`config.mk`:
```
export PLATFORM = sky130hd
export DESIGN_NAME = sync_fifo_prog
export DESIGN_NICKNAME = d
export VERILOG_FILES = /design/src/rtl/fifo_pkg.sv /design/src/rtl/fifo_ptr_wrap.sv /design/src/rtl/sync_fifo_prog.sv
export SDC_FILE = /design/constraint.sdc
export NUM_CORES = 1
export LEC_CHECK = 0
export ABC_AREA = 1
export CORE_MARGIN = 10
export CORE_UTILIZATION = 45
export DETAILED_ROUTE_END_ITERATION = 6
export MAX_ROUTING_LAYER = met4
export SYNTH_ARGS = -nofsm -noshare
export SYNTH_HDL_FRONTEND = slang
export SYNTH_SLANG_ARGS = --single-unit
```
`constraint.sdc`:
```
create_clock -name clk -period 3.35 [get_ports clk]
set_clock_uncertainty 0.15 [all_clocks]
set_input_delay 0.5025 -clock clk [delete_from_list [all_inputs] [get_ports clk]]
set_output_delay 0.5025 -clock clk [all_outputs]
set_load 0.03 [all_outputs]
```
`src/rtl/fifo_pkg.sv`:
```
// Shared FIFO definitions: pointer-width helper and status-register bit positions.
package fifo_pkg;

  // Bits needed to index 0..n-1; never returns less than 1.
  function automatic int unsigned clog2(input int unsigned n);
    int unsigned r;
    int unsigned v;
    r = 0;
    v = n - 1;
    while (v > 0) begin
      r++;
      v = v >> 1;
    end
    return (r == 0) ? 1 : r;
  endfunction

  // Bit positions of the FIFO status word in the APB register map.
  localparam int unsigned FifoStEmpty = 0;
  localparam int unsigned FifoStFull  = 1;
  localparam int unsigned FifoStAe    = 2;
  localparam int unsigned FifoStAf    = 3;
  localparam int unsigned FifoStOvf   = 4;
  localparam int unsigned FifoStUnf   = 5;

endpackage

```
`src/rtl/fifo_ptr_wrap.sv`:
```
// FIFO pointer: increments on en_i, wraps DEPTH-1 -> 0, synchronous clear.
module fifo_ptr_wrap
  import fifo_pkg::*;
#(
  parameter int unsigned  DEPTH = 16,
  localparam int unsigned AW    = clog2(DEPTH)
) (
  input  logic          clk,
  input  logic          reset_n,
  input  logic          en_i,
  input  logic          clr_i,
  output logic [AW-1:0] ptr_o
);

  logic [AW-1:0] ptr_q, ptr_d;

  // Next pointer: clear wins, explicit wrap so non-power-of-2 depths work.
  always_comb begin
    ptr_d = ptr_q;
    if (clr_i) begin
      ptr_d = '0;
    end else if (en_i) begin
      ptr_d = (ptr_q == AW'(DEPTH - 1)) ? '0 : ptr_q + AW'(1);
    end
  end

  // Pointer register.
  always_ff @(posedge clk or negedge reset_n) begin
    if (!reset_n) begin
      ptr_q <= '0;
    end else begin
      ptr_q <= ptr_d;
    end
  end

  assign ptr_o = ptr_q;

endmodule

```
`src/rtl/sync_fifo_prog.sv`:
```
// Synchronous FIFO with programmable thresholds, sticky errors and FWFT/registered read port.
module sync_fifo_prog
  import fifo_pkg::*;
#(
  parameter int unsigned  WIDTH = 8,
  parameter int unsigned  DEPTH = 16,
  parameter int unsigned  FWFT  = 1,
  localparam int unsigned AW    = clog2(DEPTH)
) (
  input  logic             clk,
  input  logic             reset_n,
  input  logic             enable_i,
  input  logic             clear_i,
  input  logic             write_i,
  input  logic [WIDTH-1:0] wdata_i,
  input  logic             read_i,
  output logic [WIDTH-1:0] rdata_o,
  output logic             rvalid_o,
  output logic             empty_o,
  output logic             full_o,
  output logic [AW:0]      level_o,
  input  logic [AW:0]      ae_thresh_i,
  input  logic [AW:0]      af_thresh_i,
  output logic             almost_empty_o,
  output logic             almost_full_o,
  input  logic             err_clr_i,
  output logic             overflow_o,
  output logic             underflow_o
);

  logic [WIDTH-1:0] mem_q [0:DEPTH-1];
  logic [AW-1:0]    rd_ptr, wr_ptr;
  logic [AW:0]      level_q, level_d;
  logic             empty_q, full_q;
  logic             ovf_q, ovf_d, unf_q, unf_d;
  logic             op_en, acc_rd, acc_wr, rej_rd, rej_wr;

  // Accept/reject decode; clear suppresses both ports for the cycle.
  always_comb begin
    op_en  = enable_i & ~clear_i;
    acc_rd = op_en & read_i & ~empty_q;
    acc_wr = op_en & write_i & (~full_q | acc_rd);
    rej_rd = op_en & read_i & empty_q;
    rej_wr = op_en & write_i & ~acc_wr;
  end

  // Next level and sticky flags; a new error beats a coincident err_clr.
  always_comb begin
    level_d = level_q;
    if (clear_i) begin
      level_d = '0;
    end else if (acc_wr && !acc_rd) begin
      level_d = level_q + (AW + 1)'(1);
    end else if (acc_rd && !acc_wr) begin
      level_d = level_q - (AW + 1)'(1);
    end
    ovf_d = err_clr_i ? 1'b0 : ovf_q;
    unf_d = err_clr_i ? 1'b0 : unf_q;
    if (rej_wr) ovf_d = 1'b1;
    if (rej_rd) unf_d = 1'b1;
  end

  // Status registers, frozen while enable is low.
  always_ff @(posedge clk or negedge reset_n) begin
    if (!reset_n) begin
      level_q <= '0;
      empty_q <= 1'b1;
      full_q  <= 1'b0;
      ovf_q   <= 1'b0;
      unf_q   <= 1'b0;
    end else if (enable_i) begin
      level_q <= level_d;
      empty_q <= (level_d == '0);
      full_q  <= (level_d == (AW + 1)'(DEPTH));
      ovf_q   <= ovf_d;
      unf_q   <= unf_d;
    end
  end

  // Storage array; contents are deliberately not reset or cleared.
  always_ff @(posedge clk) begin
    if (acc_wr) begin
      mem_q[wr_ptr] <= wdata_i;
    end
  end

  fifo_ptr_wrap #(
    .DEPTH (DEPTH)
  ) u_wr_ptr (
    .clk     (clk),
    .reset_n (reset_n),
    .en_i    (acc_wr),
    .clr_i   (enable_i & clear_i),
    .ptr_o   (wr_ptr)
  );

  fifo_ptr_wrap #(
    .DEPTH (DEPTH)
  ) u_rd_ptr (
    .clk     (clk),
    .reset_n (reset_n),
    .en_i    (acc_rd),
    .clr_i   (enable_i & clear_i),
    .ptr_o   (rd_ptr)
  );

  if (FWFT != 0) begin : g_fwft
    // Head word shown directly; driven to 0 while empty so reset value is defined.
    always_comb begin
      rdata_o  = empty_q ? '0 : mem_q[rd_ptr];
      rvalid_o = ~empty_q;
    end
  end else begin : g_reg
    logic [WIDTH-1:0] rdata_q;
    logic             rvalid_q;

    // Registered read: data and one-cycle valid pulse after an accepted read.
    always_ff @(posedge clk or negedge reset_n) begin
      if (!reset_n) begin
        rdata_q  <= '0;
        rvalid_q <= 1'b0;
      end else begin
        rvalid_q <= acc_rd;
        if (acc_rd) begin
          rdata_q <= mem_q[rd_ptr];
        end
      end
    end

    assign rdata_o  = rdata_q;
    assign rvalid_o = rvalid_q;
  end

  assign empty_o        = empty_q;
  assign full_o         = full_q;
  assign level_o        = level_q;
  assign overflow_o     = ovf_q;
  assign underflow_o    = unf_q;
  assign almost_empty_o = (level_q <= ae_thresh_i);
  assign almost_full_o  = (level_q >= af_thresh_i);

endmodule

```
==> results <==
- The initial utilization of the core area, before any placement, comes to 0.4621.
- The power per cell area is 564.7 nW/um^2.
- The ratio of final minimum period to clock period is 0.9385.
- In this run the most critical hold path is launched from underflow_o.
- The detailed router placed 4468 vias in this run.
- In the synthesized netlist the dominant register cell turns out to be sky130_fd_sc_hd__edfxtp_1.
- The number of resized instances in the post-cts repair step is 0.
- On the worst path, the slowest cell contributes a delay of 690 ps.
- The area growth from synthesis to layout is 20.19%.
- The multiplexer share of the synthesized area is 0.
- The library cell with the highest instance count after synthesis is sky130_fd_sc_hd__edfxtp_1.
- The antenna diode count is 0.
- The number of flops mapped to enable cells by yosys is 128.
- The number of failing hold endpoints at the final stage is 0.
- The final core utilization is 0.5554.
- The tree is rooted in a sky130_fd_sc_hd__clkbuf_16.
- The number of remaining DRC errors is 0.
- Across the VDD grid, the largest voltage drop is 0.3035 mV.
- The number of distinct library cells after synthesis is 36.
- The worst path in the final design needs a cycle of 3144 ps, including I/O delays and setup.
- The average instance in the mapped netlist occupies 11.69 sq um.
- The total count of max-transition violations in the final report is 0.
- After synthesis, the most frequently instantiated cells are sky130_fd_sc_hd__edfxtp_1, sky130_fd_sc_hd__nor2_1, sky130_fd_sc_hd__o21ai_0.
- For the final routed database, the setup TNS stands at 0 ps.
- The I/O pin count is 45.
- The static leakage power is 2.822 nW.
- The critical path starts at level_o[0].
- Setup repair after global routing left no endpoint under its margin.
- From left edge to right edge, the die measures 139.9 microns.
- The classification of the worst setup path is flop to output port.
- The sum of buffers and inverters on the critical path is 3.
- The xor and xnor area share after synthesis is 0.006775.
- After clock tree synthesis, the clock-pin slew on the worst setup and hold paths is 60 ps.
- The number of buffer cells added on primary ports is 44.
- Hold repair after CTS inserted 0 buffers.
- After the first detailed-routing iteration, the DRC count stood at 326.
- In the final layout, the share of cells above drive strength 1 is 0.1354.
- In the global route stage, overall resource usage came out at 0.1663.
- In this run the register-to-register setup slack is 1350 ps.
- At the pin with the least slew margin, the transition time is 842.0 ps.
- The final instance area is 7769 sq um.
- The final-stage net count is 658.
- The number of storage elements in the synthesis netlist is 145.
- After synthesis, the cell types taking the most area are sky130_fd_sc_hd__edfxtp_1, sky130_fd_sc_hd__dfrtp_1, sky130_fd_sc_hd__o21ai_0.
- The source-to-sink clock delay at the later pin of the worst-skew pair is 420 ps.
- The number of clock buffers added by TritonCTS is 17.
- The initial antenna violation count is 0.
- The clock drives 145 sinks.
- The sum of overflow across all layers after global routing is 0.
- After legalization and detailed placement, the total HPWL measured 9983 microns.
- The required time at the endpoint of the critical path is 2700 ps.
- The number of cells in the design after placement is 777.
- The critical path endpoint category is an output port.
- The cell taking the most area after synthesis is sky130_fd_sc_hd__edfxtp_1.
- The initialized floorplan defines 43 standard-cell rows.
- The combined flip-flop and latch cell area is 4272 sq um.
- Of the post-synthesis cell area, the dominant cell type holds 0.5947.
- Summed over all layers, the routed wires come to 15660 microns.
- The worst min-delay path category is flop to flop.
- The area fraction in and, or, nand and nor cells after synthesis is 0.1268.
- Setup violations remaining at the end of the flow were counted as 0.
- In this run the tightest slew margin relative to its limit is 0.4369.
- The main combinational cell family by area after synthesis is compound AO/OA/AOI/OAI gates.
- Dividing the detail-routed wire length by the instance count gives 19.38 microns.
- The compound-cell area share of the yosys netlist is 0.1297.
- The signal on the critical path passes through inv_1, ha_1, inv_1, nand2_1, a21oi_1, o21bai_1, a21oi_1, o21bai_1, clkdlybuf4s50_1.
- TritonCTS built the clock tree.
- When the netlist entered floorplanning its net count stood at 595.
- The layout has 1173 filler cells.
- The data arrival time of the critical path is 2490 ps.
- The number of levels in the clock H-tree is 4.
- Summing all placed instances gives a cell area of 7258 sq um.
- The buffers inserted during post-CTS setup optimization is 0.
- The via-per-instance ratio is 5.530.
- The critical-path cell with the highest stage delay is sky130_fd_sc_hd__clkdlybuf4s50_1.
- For this run, the detailed router's first-pass iteration total came to 5.
- Of the synthesized area, sequential elements account for 0.6607.
- The Yosys step of the flow raised 0 warnings.
- The longest clock path from root to sink contains 2 buffers.
- The region available for standard cell placement spans 13990 sq um.
- The worst reg2reg path startpoint is empty_o.
- The kind of cell with the highest combined delay along the critical path is buffers and inverters.
- The run finished with clean final reports.
- Of the total synthesized cell area, the portion taken by full adders, half adders and majority gates is 0.03291.
- The wire length of the first global-routing pass is 24720 microns.
- The pin count of the biggest net entering global routing is 46.
- The via count of the first global-routing pass came to 4430.
- The floorplan step defined a die boundary enclosing 19560 sq um.
- The tool flagged a number of max-cap violations equal to 0.
- The congestion estimate from routability-driven global placement came to 0.8235.
- After synthesis the cells add up to 6464 sq um.
- In the final layout, the multi-input gates occupy 1914 sq um.
- The die is 139.9 microns tall.
- The synthesized instance count is 553.
- Once layout is complete, the cells apart from fillers number 808.
- Along the worst path, the maximum fanout reaches 6.
- Derived from the worst setup path, the maximum achievable clock frequency is 318.1 MHz.
- The antenna violation net count after detailed routing is 0.
- STA classifies the critical path startpoint as a flop.
- Counting flops with an async set or reset pin after synthesis yields a share of 0.1172.
## flip-flops by register name (all words and copies together), names as in the netlist
signal          cells
underflow_o         1
u_wr_ptr.ptr_o      4
overflow_o          1
mem_q             128
empty_o             1
level_o             5
u_rd_ptr.ptr_o      4
full_o              1
## where the power goes
part           total [mW]  internal, mW  switching, mW  leakage [nW]
Combinational       0.676         0.258          0.418          1.19
Clock                1.67         0.996          0.671         0.254
Sequential           2.04          2.00         0.0469          1.38
## cell type report
cell class / count / area share
Clock buffer: 21 / 0.05669
Clock inverter: 10 / 0.009019
Inverter: 39 / 0.01917
Multi-Input combinational cell: 342 / 0.2464
Sequential cell: 145 / 0.5498
Tap cell: 180 / 0.02899
Timing Repair Buffer: 71 / 0.08987
## stage by stage
stage,power (mW),hold WS (ps),setup slack (ps)
floorplan,2.459,56.91,898.4
global placement,2.751,337.5,391.2
detailed placement,2.763,340.9,347.3
CTS,4.418,355.6,176.2
global route,4.573,385.8,54.71
finish,4.387,350.3,206.1
## worst register-to-register path, delay by kind of cell, from the launching register on
kind	cells	cell delay [ps]
buf+inv	2	290
compound gates	1	200
simple gates	3	330
flops	1	770
## logic make-up after synthesis
group,after synthesis
AND/OR/NAND/NOR,180
XOR/XNOR,5
flip-flops,145
adder cells (fa/ha/maj),17
buffers and inverters,66
AO/OA/AOI/OAI,140
## layout by cell type (no fill, tap or decap), drive strengths merged
cell,n
buf,35
nand3,25
nand4,5
xor2,3
edfxtp,128
ha,17
o22ai,10
xnor2,2
clkinv,10
bufinv,1
clkbuf,21
nand2,55
nor2,90
o211ai,10
o21bai,2
dfstp,1
nor3,5
inv,38
clkdlybuf4s50,36
o221ai,23
dfrtp,16
o21ai,78
a21oi,16
a32o,1
## path summary, 6_finish.rpt
| check | endpoint | depth (start not counted) |
|---|---|---|
| max | almost_full_o | 9 |
| min | underflow_o | 2 |
| max reg2reg | mem_q[10][7] | 6 |
| min reg2reg | underflow_o | 2 |
| max in group asynchronous | u_rd_ptr.ptr_o[0] | 1 |
| min in group asynchronous | level_o[1] | 1 |
## routing by layer
| metal | vias up | track usage | part of all wire |
|---|---|---|---|
| met1 | 2193 | 0.2054 | 0.45 |
| met3 | 20 | 0.03913 | 0.051 |
| met4 | 0 | 0.06033 | 0.017 |
| met2 | 122 | 0.2611 | 0.49 |
| li1 | 2133 | - | - |
| met5 | - | - | 0 |
Power figures use the tool's default switching activity.
